File: src/rtl/pixel_out_stage_if.sv
// Video bus of the pixel output stage: scan input, frame-buffer
// read port, raymarcher colour and delayed video output.
interface pixel_out_stage_if #(
  parameter int CORDW = 10
);
  logic [CORDW-1:0] sx;
  logic [CORDW-1:0] sy;
  logic             de;
  logic             hsync;
  logic             vsync;
  logic [CORDW-1:0] read_pixel_x;
  logic [CORDW-1:0] read_pixel_y;
  logic [9:0]       i_color;
  logic [1:0]       mode;
  logic [9:0]       solid_color;
  logic [CORDW-1:0] o_sx;
  logic [CORDW-1:0] o_sy;
  logic             o_de;
  logic             o_hsync;
  logic             o_vsync;
  logic [7:0]       o_r;
  logic [7:0]       o_g;
  logic [7:0]       o_b;
  logic             o_frame_start;
  logic [15:0]      o_frame_count;

  modport master (
    output sx, sy, de, hsync, vsync,
    output i_color, mode, solid_color,
    input  read_pixel_x, read_pixel_y,
    input  o_sx, o_sy, o_de, o_hsync, o_vsync,
    input  o_r, o_g, o_b,
    input  o_frame_start, o_frame_count
  );

  modport slave (
    input  sx, sy, de, hsync, vsync,
    input  i_color, mode, solid_color,
    output read_pixel_x, read_pixel_y,
    output o_sx, o_sy, o_de, o_hsync, o_vsync,
    output o_r, o_g, o_b,
    output o_frame_start, o_frame_count
  );
endinterface

File: src/rtl/pixel_out_stage.sv
// Display output stage: read-latency alignment, 3:4:3 -> 8:8:8
// expansion, blanking and frame-latched test patterns.
module pixel_out_stage #(
  parameter int READ_LAT = 2,
  parameter int H_RES    = 640,
  parameter int CORDW    = 10
) (
  input  logic             clk_pix,
  input  logic             rst_pix_n,
  pixel_out_stage_if.slave pix
);

  localparam int BAR_W = H_RES / 8;
  localparam int PXW   = $clog2(BAR_W + 1);
  localparam logic [PXW-1:0] BAR_LAST = PXW'(BAR_W - 1);

  typedef struct packed {
    logic [CORDW-1:0] x;
    logic [CORDW-1:0] y;
    logic             de;
    logic             hs;
    logic             vs;
    logic             fs;
    logic             ray;
    logic [9:0]       col;
  } stage_t;

  localparam stage_t STAGE_RST = '{
    x:   '0,
    y:   '0,
    de:  1'b0,
    hs:  1'b1,
    vs:  1'b1,
    fs:  1'b0,
    ray: 1'b0,
    col: '0
  };

  logic           w_fs_in;
  logic [1:0]     w_mode;
  logic [1:0]     r_mode_q;
  logic           w_line0;
  logic [PXW-1:0] w_bar_px;
  logic [2:0]     w_bar_idx;
  logic           w_bar_end;
  logic [PXW-1:0] w_bar_px_nx;
  logic [2:0]     w_bar_idx_nx;
  logic [PXW-1:0] r_bar_px;
  logic [2:0]     r_bar_idx;
  logic [9:0]     w_gen;
  logic           w_ray;
  stage_t         w_in;
  stage_t         r_dl [0:READ_LAT];
  stage_t         w_out;
  logic [9:0]     r_color;
  logic [15:0]    r_frame_count;
  logic [9:0]     w_src;
  logic [7:0]     w_r8;
  logic [7:0]     w_g8;
  logic [7:0]     w_b8;

  assign pix.read_pixel_x = pix.sx;
  assign pix.read_pixel_y = pix.sy;

  // Pixel (0,0) sees the incoming mode, not the stale latch.
  assign w_fs_in = (pix.sx == '0) && (pix.sy == '0) && pix.de;
  assign w_mode  = w_fs_in ? pix.mode : r_mode_q;

  always_ff @(posedge clk_pix or negedge rst_pix_n) begin
    if (!rst_pix_n) begin
      r_mode_q <= 2'd0;
    end else if (w_fs_in) begin
      r_mode_q <= pix.mode;
    end
  end

  // Counters read as zero on sx==0 so pixel 0 lands in bar 0.
  assign w_line0   = (pix.sx == '0);
  assign w_bar_px  = w_line0 ? '0 : r_bar_px;
  assign w_bar_idx = w_line0 ? 3'd0 : r_bar_idx;
  assign w_bar_end = (w_bar_px == BAR_LAST);

  always_comb begin
    w_bar_px_nx  = w_bar_px;
    w_bar_idx_nx = w_bar_idx;
    if (pix.de) begin
      if (w_bar_end) begin
        w_bar_px_nx = '0;
        if (w_bar_idx != 3'd7) begin
          w_bar_idx_nx = w_bar_idx + 3'd1;
        end
      end else begin
        w_bar_px_nx = w_bar_px + PXW'(1);
      end
    end
  end

  always_ff @(posedge clk_pix or negedge rst_pix_n) begin
    if (!rst_pix_n) begin
      r_bar_px  <= '0;
      r_bar_idx <= 3'd0;
    end else begin
      r_bar_px  <= w_bar_px_nx;
      r_bar_idx <= w_bar_idx_nx;
    end
  end

  // Pattern colours are kept as 3:4:3 so one expander serves all.
  always_comb begin
    w_gen = '0;
    w_ray = 1'b0;
    unique case (w_mode)
      2'd0: w_ray = 1'b1;
      2'd1: w_gen = {{3{w_bar_idx[2]}},
                     {4{w_bar_idx[1]}},
                     {3{w_bar_idx[0]}}};
      2'd2: w_gen = pix.solid_color;
      2'd3: w_gen = {10{pix.sx[5] ^ pix.sy[5]}};
      default: w_gen = '0;
    endcase
  end

  always_comb begin
    w_in     = STAGE_RST;
    w_in.x   = pix.sx;
    w_in.y   = pix.sy;
    w_in.de  = pix.de;
    w_in.hs  = pix.hsync;
    w_in.vs  = pix.vsync;
    w_in.fs  = w_fs_in;
    w_in.ray = w_ray;
    w_in.col = w_gen;
  end

  always_ff @(posedge clk_pix or negedge rst_pix_n) begin
    if (!rst_pix_n) begin
      for (int i = 0; i <= READ_LAT; i++) begin
        r_dl[i] <= STAGE_RST;
      end
    end else begin
      r_dl[0] <= w_in;
      for (int i = 1; i <= READ_LAT; i++) begin
        r_dl[i] <= r_dl[i-1];
      end
    end
  end

  always_ff @(posedge clk_pix or negedge rst_pix_n) begin
    if (!rst_pix_n) begin
      r_color <= '0;
    end else begin
      r_color <= pix.i_color;
    end
  end

  // Bump as the start pulse enters the last stage, so the new
  // count is visible alongside o_frame_start.
  always_ff @(posedge clk_pix or negedge rst_pix_n) begin
    if (!rst_pix_n) begin
      r_frame_count <= '0;
    end else if (r_dl[READ_LAT-1].fs) begin
      r_frame_count <= r_frame_count + 16'd1;
    end
  end

  assign w_out = r_dl[READ_LAT];

  always_comb begin
    w_src = w_out.ray ? r_color : w_out.col;
    w_r8  = {w_src[9:7], w_src[9:7], w_src[9:8]};
    w_g8  = {w_src[6:3], w_src[6:3]};
    w_b8  = {w_src[2:0], w_src[2:0], w_src[2:1]};
  end

  assign pix.o_sx          = w_out.x;
  assign pix.o_sy          = w_out.y;
  assign pix.o_de          = w_out.de;
  assign pix.o_hsync       = w_out.hs;
  assign pix.o_vsync       = w_out.vs;
  assign pix.o_frame_start = w_out.fs;
  assign pix.o_frame_count = r_frame_count;
  assign pix.o_r           = w_out.de ? w_r8 : 8'h00;
  assign pix.o_g           = w_out.de ? w_g8 : 8'h00;
  assign pix.o_b           = w_out.de ? w_b8 : 8'h00;

endmodule

File: src/flat_wrapper.sv
// flat-port wrapper written by rule: the top's interface ports become plain ports
module pixel_out_stage_flat 
#(
  parameter int READ_LAT = 2,
  parameter int H_RES    = 640,
  parameter int CORDW    = 10
)
  (clk_pix, rst_pix_n, pix_sx, pix_sy, pix_de, pix_hsync, pix_vsync, pix_i_color, pix_mode, pix_solid_color, pix_read_pixel_x, pix_read_pixel_y, pix_o_sx, pix_o_sy, pix_o_de, pix_o_hsync, pix_o_vsync, pix_o_r, pix_o_g, pix_o_b, pix_o_frame_start, pix_o_frame_count);
  pixel_out_stage_if #(.CORDW(CORDW)) pix_i ();
  input  logic clk_pix;
  input  logic rst_pix_n;
  input wire logic [$bits(pix_i.sx)-1:0] pix_sx;
  input wire logic [$bits(pix_i.sy)-1:0] pix_sy;
  input wire logic [$bits(pix_i.de)-1:0] pix_de;
  input wire logic [$bits(pix_i.hsync)-1:0] pix_hsync;
  input wire logic [$bits(pix_i.vsync)-1:0] pix_vsync;
  input wire logic [$bits(pix_i.i_color)-1:0] pix_i_color;
  input wire logic [$bits(pix_i.mode)-1:0] pix_mode;
  input wire logic [$bits(pix_i.solid_color)-1:0] pix_solid_color;
  output wire logic [$bits(pix_i.read_pixel_x)-1:0] pix_read_pixel_x;
  output wire logic [$bits(pix_i.read_pixel_y)-1:0] pix_read_pixel_y;
  output wire logic [$bits(pix_i.o_sx)-1:0] pix_o_sx;
  output wire logic [$bits(pix_i.o_sy)-1:0] pix_o_sy;
  output wire logic [$bits(pix_i.o_de)-1:0] pix_o_de;
  output wire logic [$bits(pix_i.o_hsync)-1:0] pix_o_hsync;
  output wire logic [$bits(pix_i.o_vsync)-1:0] pix_o_vsync;
  output wire logic [$bits(pix_i.o_r)-1:0] pix_o_r;
  output wire logic [$bits(pix_i.o_g)-1:0] pix_o_g;
  output wire logic [$bits(pix_i.o_b)-1:0] pix_o_b;
  output wire logic [$bits(pix_i.o_frame_start)-1:0] pix_o_frame_start;
  output wire logic [$bits(pix_i.o_frame_count)-1:0] pix_o_frame_count;
  assign pix_i.sx = pix_sx;
  assign pix_i.sy = pix_sy;
  assign pix_i.de = pix_de;
  assign pix_i.hsync = pix_hsync;
  assign pix_i.vsync = pix_vsync;
  assign pix_i.i_color = pix_i_color;
  assign pix_i.mode = pix_mode;
  assign pix_i.solid_color = pix_solid_color;
  assign pix_read_pixel_x = pix_i.read_pixel_x;
  assign pix_read_pixel_y = pix_i.read_pixel_y;
  assign pix_o_sx = pix_i.o_sx;
  assign pix_o_sy = pix_i.o_sy;
  assign pix_o_de = pix_i.o_de;
  assign pix_o_hsync = pix_i.o_hsync;
  assign pix_o_vsync = pix_i.o_vsync;
  assign pix_o_r = pix_i.o_r;
  assign pix_o_g = pix_i.o_g;
  assign pix_o_b = pix_i.o_b;
  assign pix_o_frame_start = pix_i.o_frame_start;
  assign pix_o_frame_count = pix_i.o_frame_count;
  pixel_out_stage #(.READ_LAT(READ_LAT), .H_RES(H_RES), .CORDW(CORDW)) u_core (.clk_pix(clk_pix), .rst_pix_n(rst_pix_n), .pix(pix_i));
endmodule
File: config.mk
export PLATFORM = sky130hd
export DESIGN_NAME = pixel_out_stage_flat
export DESIGN_NICKNAME = d
export VERILOG_FILES = /design/src/rtl/pixel_out_stage_if.sv /design/src/rtl/pixel_out_stage.sv /design/src/flat_wrapper.sv
export SDC_FILE = /design/constraint.sdc
export NUM_CORES = 1
export LEC_CHECK = 0
export ABC_AREA = 1
export CELL_PAD_IN_SITES_DETAIL_PLACEMENT = 0
export CELL_PAD_IN_SITES_GLOBAL_PLACEMENT = 1
export CORE_UTILIZATION = 38
export CTS_CLUSTER_SIZE = 40
export DETAILED_ROUTE_END_ITERATION = 10
export PLACE_DENSITY_LB_ADDON = 0.1
export SETUP_SLACK_MARGIN = 0.4
export SLEW_MARGIN = 5
export SYNTH_ARGS = -nofsm -noshare
export SYNTH_HDL_FRONTEND = slang
export SYNTH_SLANG_ARGS = --single-unit
File: constraint.sdc
create_clock -name clk_pix -period 2 [get_ports clk_pix]
set_input_delay 0.2 -clock clk_pix [delete_from_list [all_inputs] [get_ports clk_pix]]
set_output_delay 0.2 -clock clk_pix [all_outputs]
set_load 0.02 [all_outputs]
==> results of run 1 <==
[timing repair]
item,in CTS,in global routing
resized for setup,135,76
hold buffers,1,1
pin swaps,5,19
setup buffers,1,13
hold endpoints to repair,53,1
cloned,0,2
endpoints found under the setup margin,70,54
[worst reg2reg max path, delay by kind of cell, from the launching register on]
kind / cells / cell delay, ns
AND/OR/NAND/NOR: 5 / 0.74
buffers and inverters: 2 / 0.11
flip-flops: 1 / 0.37
adder cells (fa/ha/maj): 1 / 0.18
[kinds of logic after synthesis]
kind of cell,share of synthesized area (%)
and+or+nand+nor,14.21
buffers and inverters,10.78
adders and majority gates,0.7336
AOI/OAI and AO/OA,1.467
xor gates and xnor gates,2.738
DFF,70.07
[final timing paths]
path,end,from,slack (ns),cells after the start
min,u_core.r_dl[98],pix_sx[3],0.04,2
min in group asynchronous,u_core.r_dl[68],rst_pix_n,0.30,2
max in group asynchronous,u_core.r_dl[10],rst_pix_n,1.04,3
max reg2reg,u_core.pix.o_frame_count[14],u_core.pix.o_frame_count[1],0.48,8
max,pix_o_r[1],u_core.r_dl[10],0.38,5
min reg2reg,u_core.pix.o_sx[1],u_core.r_dl[61],0.34,0
[per-stage QoR]
stage	hold WS (ns)	util, %	cells	setup TNS, ns	worst slack, ns
after floorplan	-0.09559	-	413	0	0.4374
after global placement	0.1893	48.45	683	-0.3863	-0.1204
after detailed placement	0.1912	48.45	683	-1.585	-0.2331
after CTS	0.1884	52.95	717	0	0.2569
after global routing	0.02428	54.74	733	0	0.2993
final	0.03692	54.74	733	0	0.3760
[sequential cells by signal, summed over array words and instances, names as in the netlist]
| name | flops |
|---|---|
| u_core.pix.o_sy | 10 |
| u_core.pix.o_hsync | 1 |
| u_core.pix.o_de | 1 |
| u_core.pix.o_frame_start | 1 |
| u_core.r_bar_px | 7 |
| u_core.pix.o_sx | 10 |
| u_core.pix.o_frame_count | 16 |
| u_core.pix.o_vsync | 1 |
| u_core.r_dl | 81 |
| u_core.r_color | 10 |
| u_core.r_mode_q | 2 |
| u_core.r_bar_idx | 3 |
[final cells by class]
type / instances / share of cell area (%)
multi-input combinational: 182 / 15.54
clock buffer: 21 / 6.377
clock inverter: 11 / 1.837
tap: 176 / 3.050
inverter: 32 / 1.733
sequential: 143 / 49.71
timing repair buffer: 168 / 21.75
[Yosys cell counts, types with 5 or more instances]
| master | number | share of area (%) |
|---|---|---|
| nand3_2 | 5 | 0.98 |
| o21ai_0 | 13 | 1.3 |
| nand4_1 | 5 | 0.61 |
| xnor2_1 | 6 | 1.0 |
| nand2_1 | 38 | 2.8 |
| nand3_1 | 28 | 2.7 |
| dfstp_2 | 6 | 3.1 |
| nor2_1 | 53 | 3.9 |
| inv_1 | 30 | 2.2 |
| dfrtp_1 | 137 | 67 |
| xor2_1 | 10 | 1.7 |
| buf_4 | 54 | 7.9 |
[layout by cell type, fill, tap and decap left out, types with 7 or more instances in the layout]
cell type / n
buf_4: 46
clkbuf_16: 17
clkdlybuf4s50_1: 64
dfrtp_1: 134
dlygate4sd2_1: 27
dlymetal6s2s_1: 14
inv_1: 27
nand2_1: 35
nand3_1: 24
nand3_2: 9
nor2_1: 45
nor2_2: 8
o21ai_0: 7
xor2_1: 10
[routing by layer]
metal  up-vias  GRT usage [%]  wire length [µm]
met5         -              0                 0
met4         0          7.692               148
met3        11          4.360               349
met2        74          22.61              4623
met1      1516          18.02              4050
li1       1512              -                 -
[power groups by stage]
stage	sequential (mW)	combinational, mW	clock (mW)
after global routing	3.13	0.895	3.32
after detailed placement	3.16	0.777	0
after floorplan	3.15	0.427	0
after CTS	3.11	0.775	3.18
final	3.11	0.806	3.09
after global placement	3.15	0.764	0
==> metrics.md, run 1 <==
| Metric | Value |
|---|---|
| Hold Fails Final Rpt | `0` |
| Outcome | `finished clean` |
| Slew headroom | `between 60% and 70%` |
| Max clock buf depth | `2` |
| Antenna diodes | `0` |
| Initial DRC count | `roughly 190` |
| Std-Cell Rows | `42` |
| CP arrival | `about 1.4 ns` |
| Post-Syn Instances | `between 400 and 500` |
| Sw Ratio | `a little under a quarter` |
| Clock transition at path regs | `0.06 ns` |
| Ys async rst share | `between 90% and 100%` |
| Vias/cell | `about 4.2` |
| Seq/Total Area, Yosys | `a little over two thirds` |
| Leakage | `between 3 and 4 nW` |
| Latest clock arrival within the worst-skew pair | `0.41 ns` |
| Tot GR Track Use | `roughly 14%` |
| VDD IR-drop max | `0.0005520 V` |
| Setup violators final | `0` |
| Detailed-route wire length per cell | `about 13 µm` |
| Cts bufs inserted | `17` |
| Critical path class | `reg -> out` |
| Gate power share | `a little under an eighth` |
| Critical path capture point type | `output pin` |
| Share of cells above drive strength 1 | `26.39%` |
| # IOs | `~130` |
| Clock Power Share | `44.1%` |
| Pint | `around 5.3 mW` |
| Initial core utilization | `38.80%` |
| GPL Wtd Cong | `around 0.74` |
| Chip height | `118.0 µm` |
| Seq pwr share | `between 40% and 50%` |
| Overflow after GRT | `0` |
| Netlist cell types | `29` |
| Family with the most delay on the worst path | `flip-flops` |
| Die area | `approximately 0.014 mm²` |
| WL final | `~9 mm` |
| CTS tree | `done` |
| Ys flop type | `dfrtp_1` |
| Routed Antenna Nets | `0` |
| Crit path largest cell delay | `roughly 0.44 ns` |
| DRC Markers | `0` |
| Synthesized cell area | `roughly 0.0051 mm²` |
| Final period utilization | `81.20%` |
| Post-synth EDFFs | `0` |
| P&R area growth vs syn | `41.10%` |
| Number of synthesized register bits | `between 100 and 150` |
| Filler Cell Count | `about 1.1k` |
| Worst-margin pin slew | `about 0.54 ns` |
| Number of global-route vias before repair | `about 3.1k` |
| Pins Over Slew Limit | `0` |
| Via count | `slightly above 3k` |
| Die W | `~120 µm` |
| Startpoint types | `flip-flop` |
| FF+latch area | `0.003590 mm²` |
| Highest clock rate | `just over 0.6 GHz` |
| Critical-path maximum fanout | `10` |
| Power per cell area | `969.6 mW/mm²` |
| RSZ-0062 raised after global routing | `yes` |
| Slowest CP cell | `dfrtp_2` |
| First-pass GRT wire length | `about 15 mm` |
| Multi-input combinational cell area | `around 0.0011 mm²` |
| Worst Path Required | `approximately 1.8 ns` |
| Min cycle time layout | `about 1.6 ns` |
| First drt pass iteration count | `4` |
| # nets final | `594` |
| Clock skew | `approximately 0.0057 ns` |
| Port bufs | `130` |
| Initial antenna violation count | `0` |
| Clk root buf | `clkbuf_16` |
| Buf/Inv on CP | `3` |
| Overall Power | `7.001 mW` |
| Max cap viols | `0` |
| CTS Sinks | `approximately 140` |
| H-tree lvl count | `4` |
| Post-DP HPWL | `about 6.4 mm` |
| Psw | `approximately 1.7 mW` |
| Core area | `between 0.01 and 0.015 mm²` |
| Largest net degree at the start of global routing | `56` |
| Syn nets | `roughly 460` |
| Area post-placement | `~0.0064 mm²` |
| Synthesized area per cell | `between 10 and 15 µm²` |
| Design Area, Final | `between 0.007 and 0.008 mm²` |
| Class of the worst hold path | `in -> reg` |
| Critical Path, Cell by Cell | `clkinv_4 > buf_4 > nor2_1 > nor2_1 > buf_4` |
| Synth Warn # | `0` |
No activity file was read; power rests on OpenSTA's default activity.
==> inputs of run 2 (changes only) <==
==> constraint.sdc (replaced) <==
create_clock -name clk_pix -period 1.6 [get_ports clk_pix]
set_input_delay 0.16 -clock clk_pix [delete_from_list [all_inputs] [get_ports clk_pix]]
set_output_delay 0.16 -clock clk_pix [all_outputs]
set_load 0.02 [all_outputs]
==> metrics.md, run 2 (synthesis results as in run 1) <==
| Metric | Value |
|---|---|
| Critical path capture point type | `output pin` |
| FF+latch area | `~0.0036 mm²` |
| Critical path class | `reg -> out` |
| Seq pwr share | `between 40% and 50%` |
| Crit path largest cell delay | `between 0.4 and 0.5 ns` |
| Hold_ws | `~0.011 ns` |
| RR Startpoint | `u_core.pix.o_frame_count[0]` |
| DRC Markers | `0` |
| Detailed-route wire length per cell | `approximately 13 µm` |
| Slowest CP cell | `dfrtp_2` |
| Commonest cells after routing, fill and taps aside | `128 x dfrtp_1, 58 x buf_4, 46 x buf_6` |
| Clock transition at path regs | `0.06 ns` |
| Finished Layout Cells | `slightly below 800` |
| VDD IR-drop max | `around 0.0008 V` |
| Crit path launch | `u_core.r_dl[10]` |
| WL final | `approximately 10 mm` |
| Vias/cell | `4.243` |
| Sw Ratio | `about a quarter` |
| Layout Utilization | `59.32%` |
| Outcome | `finished clean` |
| Multi-input combinational cell area | `0.001466 mm²` |
| Number of flip-flops in the largest register | `a little over 80` |
| Initial core utilization | `between 30% and 40%` |
| Cts bufs inserted | `17` |
| Hold path start | `pix_sx[6]` |
| Chip height | `118.0 µm` |
| Highest clock rate | `0.6544 GHz` |
| Setup WS pre-CTS | `-0.4671 ns` |
| Final period utilization | `between 90 and 100%` |
| Overall Power | `roughly 9.0 mW` |
| Antenna diodes | `0` |
| Slew headroom | `approximately 70%` |
| Design Area, Final | `0.007825 mm²` |
| Critical Path, Cell by Cell | `buf_6 > o21ai_4 > nor2_4 > buf_4` |
| Core area | `~0.013 mm²` |
| Post-DP HPWL | `6.704 mm` |
| Initial DRC count | `120` |
| Crit path depth | `4` |
| Tot GR Track Use | `approximately 16%` |
| Std-Cell Rows | `42` |
| Placed cells | `roughly 700` |
| Startpoint types | `flip-flop` |
| Hold depth | `2` |
| Routed Antenna Nets | `0` |
| Clock skew | `0.009831 ns` |
| Family with the most delay on the worst path | `flip-flops` |
| CP arrival | `between 1 and 1.5 ns` |
| Clk root buf | `clkbuf_16` |
| Filler Cell Count | `approximately 1.1k` |
| RSZ-0062 raised after global routing | `yes` |
| Final Worst Setup Slack | `roughly 0.072 ns` |
| Worst-margin pin slew | `0.4458 ns` |
| Setup violators final | `0` |
| Die W | `roughly 120 µm` |
| Worst Reg2Reg Path Length in Cells | `8` |
| Share of cells above drive strength 1 | `48.09%` |
| Hold Fails Final Rpt | `0` |
| Class of the worst hold path | `in -> reg` |
| Pint | `6.815 mW` |
| Critical-path maximum fanout | `5` |
| H-tree lvl count | `4` |
| Largest net degree at the start of global routing | `roughly 50` |
| Via count | `about 3.3k` |
| First-pass GRT wire length | `16.82 mm` |
| Most flop-heavy register | `u_core.r_dl` |
| Area post-placement | `approximately 0.0066 mm²` |
| # IOs | `between 100 and 150` |
| Overflow after GRT | `0` |
| Port bufs | `between 100 and 150` |
| Pins Over Slew Limit | `0` |
| # nets final | `638` |
| Die area | `0.01393 mm²` |
| CTS Sinks | `around 140` |
| Max clock buf depth | `2` |
| P&R area growth vs syn | `52.91%` |
| Max cap viols | `0` |
| First drt pass iteration count | `4` |
| Psw | `about 2.2 mW` |
| CTS tree | `done` |
| Power per cell area | `between 1000 and 1500 mW/mm²` |
| Worst Hold Path EP | `u_core.r_dl[101]` |
| Gate power share | `14.0%` |
| Worst Path Required | `1.44 ns` |
| RR Endpoint | `u_core.pix.o_frame_count[12]` |
| Initial antenna violation count | `0` |
| Min cycle time layout | `approximately 1.5 ns` |
| Number of global-route vias before repair | `around 3.4k` |
| Clock Power Share | `between 40% and 50%` |
| Leakage | `about 3.9 nW` |
| GPL Wtd Cong | `0.7250` |
| Buf/Inv on CP | `2` |
| Commonest non-fill, non-tap cell in the layout | `dfrtp_1` |
| Reg2Reg Setup Slack | `between 0.15 and 0.2 ns` |
| Latest clock arrival within the worst-skew pair | `0.41 ns` |
| Sum Neg Setup Slack | `0 ns` |
-- run 2: cell count changes in the layout (fill, tap and decap cells not counted), sizes merged --
cell | before | now
buf | 61 | 136
clkdlybuf4s15 | 0 | 7
dlygate4sd2 | 27 | 21
dlygate4sd3 | 2 | 11
nand2 | 42 | 43
clkinvlp | 5 | 2
clkbuf | 21 | 29
clkinv | 3 | 5
inv | 33 | 35
clkdlybuf4s50 | 64 | 26
dlymetal6s2s | 14 | 1
-- run 2: layout make-up --
cell class / count / area share (%)
well taps: 176 / 2.814
clock inverters: 12 / 1.663
clock buffers: 20 / 5.836
flip-flops and latches: 143 / 45.97
inverters: 32 / 1.599
repair buffers: 211 / 23.38
multi-input cells: 183 / 18.74
-- run 2: per-layer routing --
metal,up-vias,GRT usage (%),wire [µm]
li1,1614,-,-
met1,1601,19.32,4411
met2,71,26.47,5216
met3,11,4.506,359
met4,0,6.891,158
met5,-,0,0
-- run 2: worst max path at each step --
| stage | end | slack [ns] |
|---|---|---|
| floorplan | u_core.pix.o_frame_count[12] | 0.15 |
| global placement | u_core.r_bar_idx[0] | -0.44 |
| detailed placement | u_core.r_dl[77] | -0.47 |
| CTS | pix_o_r[0] | 0.06 |
| global route | pix_o_b[7] | -0.008 |
| finish | pix_o_r[0] | 0.07 |
-- run 2: power groups by stage --
stage	clock network [mW]	registers [mW]	logic, mW
6_report	3.85	3.88	1.26
5_1_grt	4.09	3.90	1.38
4_1_cts	3.94	3.88	1.15
3_5_place_dp	0	3.95	1.05
3_3_place_gp	0	3.94	1.04
2_1_floorplan	0	3.94	0.584
-- run 2: what timing repair did --
item,4_1_cts,5_1_grt
pin swaps,50,45
buffers inserted,22,8
gates resized for setup,414,85
hold buffers,1,10
endpoints found under the setup margin,117,77
hold endpoints to repair,37,10
cloned,3,0
==> inputs of run 3 (changes only) <==
--- a/config.mk
+++ b/config.mk
@@ -9,6 +9,7 @@
 export CELL_PAD_IN_SITES_DETAIL_PLACEMENT = 0
 export CELL_PAD_IN_SITES_GLOBAL_PLACEMENT = 1
 export CORE_UTILIZATION = 38
+export CTS_CLUSTER_DIAMETER = 200
 export CTS_CLUSTER_SIZE = 40
 export DETAILED_ROUTE_END_ITERATION = 10
 export PLACE_DENSITY_LB_ADDON = 0.1
==> constraint.sdc (replaced) <==
create_clock -name clk_pix -period 1.6 [get_ports clk_pix]
set_input_delay 0.32 -clock clk_pix [delete_from_list [all_inputs] [get_ports clk_pix]]
set_output_delay 0.32 -clock clk_pix [all_outputs]
set_load 0.02 [all_outputs]
==> metrics.md, run 3 (synthesis results as in run 1) <==
| Metric | Value |
|---|---|
| DRC Markers | `0` |
| Power per cell area | `between 1000 and 1500 mW/mm²` |
| Max clock buf depth | `2` |
| Clk root buf | `clkbuf_16` |
| Number of global-route vias before repair | `roughly 3.5k` |
| Routed Antenna Nets | `0` |
| Final period utilization | `109.0%` |
| Min cycle time layout | `~1.7 ns` |
| # IOs | `between 100 and 150` |
| Critical path class | `reg -> out` |
| CTS tree | `done` |
| WL final | `10.21 mm` |
| Max cap viols | `0` |
| Latest clock arrival within the worst-skew pair | `about 0.4 ns` |
| H-tree lvl count | `4` |
| Antenna diodes | `0` |
| RSZ-0062 raised after global routing | `yes` |
| CTS Sinks | `143` |
| Reg2Reg Setup Slack | `0.06 ns` |
| Sum Neg Setup Slack | `-2.479 ns` |
| First drt pass iteration count | `4` |
| Initial core utilization | `a little under 40%` |
| Die area | `about 0.014 mm²` |
| Tot GR Track Use | `16.18%` |
| First-pass GRT wire length | `roughly 17 mm` |
| Hold_ws | `just under 0.07 ns` |
| FF+latch area | `between 0.003 and 0.004 mm²` |
| Overflow after GRT | `0` |
| Worst Path Required | `around 1.3 ns` |
| Critical-path maximum fanout | `8` |
| GPL Wtd Cong | `about 0.7` |
| Core area | `approximately 0.013 mm²` |
| Vias/cell | `about 4.3` |
| Pins Over Slew Limit | `0` |
| Class of the worst hold path | `in -> reg` |
| Leakage | `roughly 4.0 nW` |
| Post-DP HPWL | `approximately 6.5 mm` |
| Cts bufs inserted | `17` |
| Initial antenna violation count | `0` |
| Setup violators final | `24` |
| VDD IR-drop max | `between 0.0006 and 0.0007 V` |
| Share of cells above drive strength 1 | `55.41%` |
| Number of flip-flops in the largest register | `between 80 and 90` |
| Hold Fails Final Rpt | `0` |
| Clock skew | `0.005545 ns` |
| Final Worst Setup Slack | `-0.1444 ns` |
| Detailed-route wire length per cell | `around 13 µm` |
| Port bufs | `130` |
| Commonest non-fill, non-tap cell in the layout | `dfrtp_1` |
| Worst-margin pin slew | `~0.38 ns` |
| Die W | `approximately 120 µm` |
| CP arrival | `1.42 ns` |
| Most flop-heavy register | `u_core.r_dl` |
| Clock transition at path regs | `roughly 0.06 ns` |
| Overall Power | `between 9 and 10 mW` |
| Initial DRC count | `approximately 140` |
| Chip height | `approximately 120 µm` |
| Std-Cell Rows | `between 40 and 50` |
| Startpoint types | `flip-flop` |
| Multi-input combinational cell area | `approximately 0.0016 mm²` |
| Outcome | `finished with violations` |
| Critical path capture point type | `output pin` |
| Failing checks | `setup timing` |
| P&R area growth vs syn | `60.78%` |
| Filler Cell Count | `1063` |
| # nets final | `638` |
| Slew headroom | `around three quarters` |
| Highest clock rate | `0.5733 GHz` |
| Commonest cells after routing, fill and taps aside | `133 x dfrtp_1, 90 x buf_6, 53 x buf_4` |
| Largest net degree at the start of global routing | `40` |
| Via count | `roughly 3.4k` |
## run 3: changes by cell type in the layout (fill, tap and decap cells not counted), sizes merged, moves of 4 or more
| cell | delta |
|---|---|
| clkdlybuf4s15 | -4 |
| dlygate4sd3 | -9 |
| dlygate4sd2 | -17 |
| inv | -4 |
| buf | +32 |
## run 3: report_power, final
part,internal [mW],leakage [nW],switching (mW)
Clock,2.49,0.284,1.43
Combinational,0.598,1.95,0.642
Sequential,3.82,1.75,0.0783
## run 3: final cells by class
type | count | share of cell area, %
Clock buffer | 22 | 5.520
Timing Repair Buffer | 210 | 24.83
Inverter | 32 | 1.810
Sequential cell | 143 | 43.64
Clock inverter | 10 | 1.673
Tap cell | 176 | 2.676
Multi-Input combinational cell | 184 | 19.84
## run 3: per-layer routing
metal  track usage [%]  part of all wire, %  wire, µm
met1             18.20                   40      4036
met2             26.62                   52      5313
met3             7.122                  7.0       712
met4             6.971                  1.5       149
met5                 0                    0         0
## run 3: through the flow
step                      util (%)  instances  area (µm²)  setup WS (ns)
after floorplan                  -        413        5421        0.04073
after global placement       51.45        699        6787        -0.5872
after detailed placement     51.45        699        6787        -0.6738
after CTS                    60.81        770        8021        -0.1852
after global routing         62.38        777        8228        -0.2111
final                        62.38        777        8228        -0.1444
## run 3: what timing repair did
action,CTS,global route
setup buffers,34,7
cloned,3,0
endpoints found under the hold margin,30,0
hold buffers,2,0
gates resized for setup,594,61
setup endpoints to repair,117,97
pin swaps,64,51
## run 3: worst max-delay path, cell delays in order (launching register included)
cell,delay [ns]
dfrtp_1,0.39
buf_12,0.16
buf_12,0.14
o21ai_4,0.13
nor2_4,0.05
buf_6,0.13
## run 3: final timing paths
path / start / end / depth (start not counted)
max: u_core.r_dl[10] / pix_o_g[4] / 5
max in group asynchronous: rst_pix_n / u_core.r_dl[52] / 3
min: pix_sy[6] / u_core.r_dl[91] / 1
max reg2reg: u_core.pix.o_frame_count[0] / u_core.pix.o_frame_count[12] / 8
min in group asynchronous: rst_pix_n / u_core.pix.o_frame_count[4] / 2
min reg2reg: u_core.r_dl[65] / u_core.pix.o_sx[5] / 0
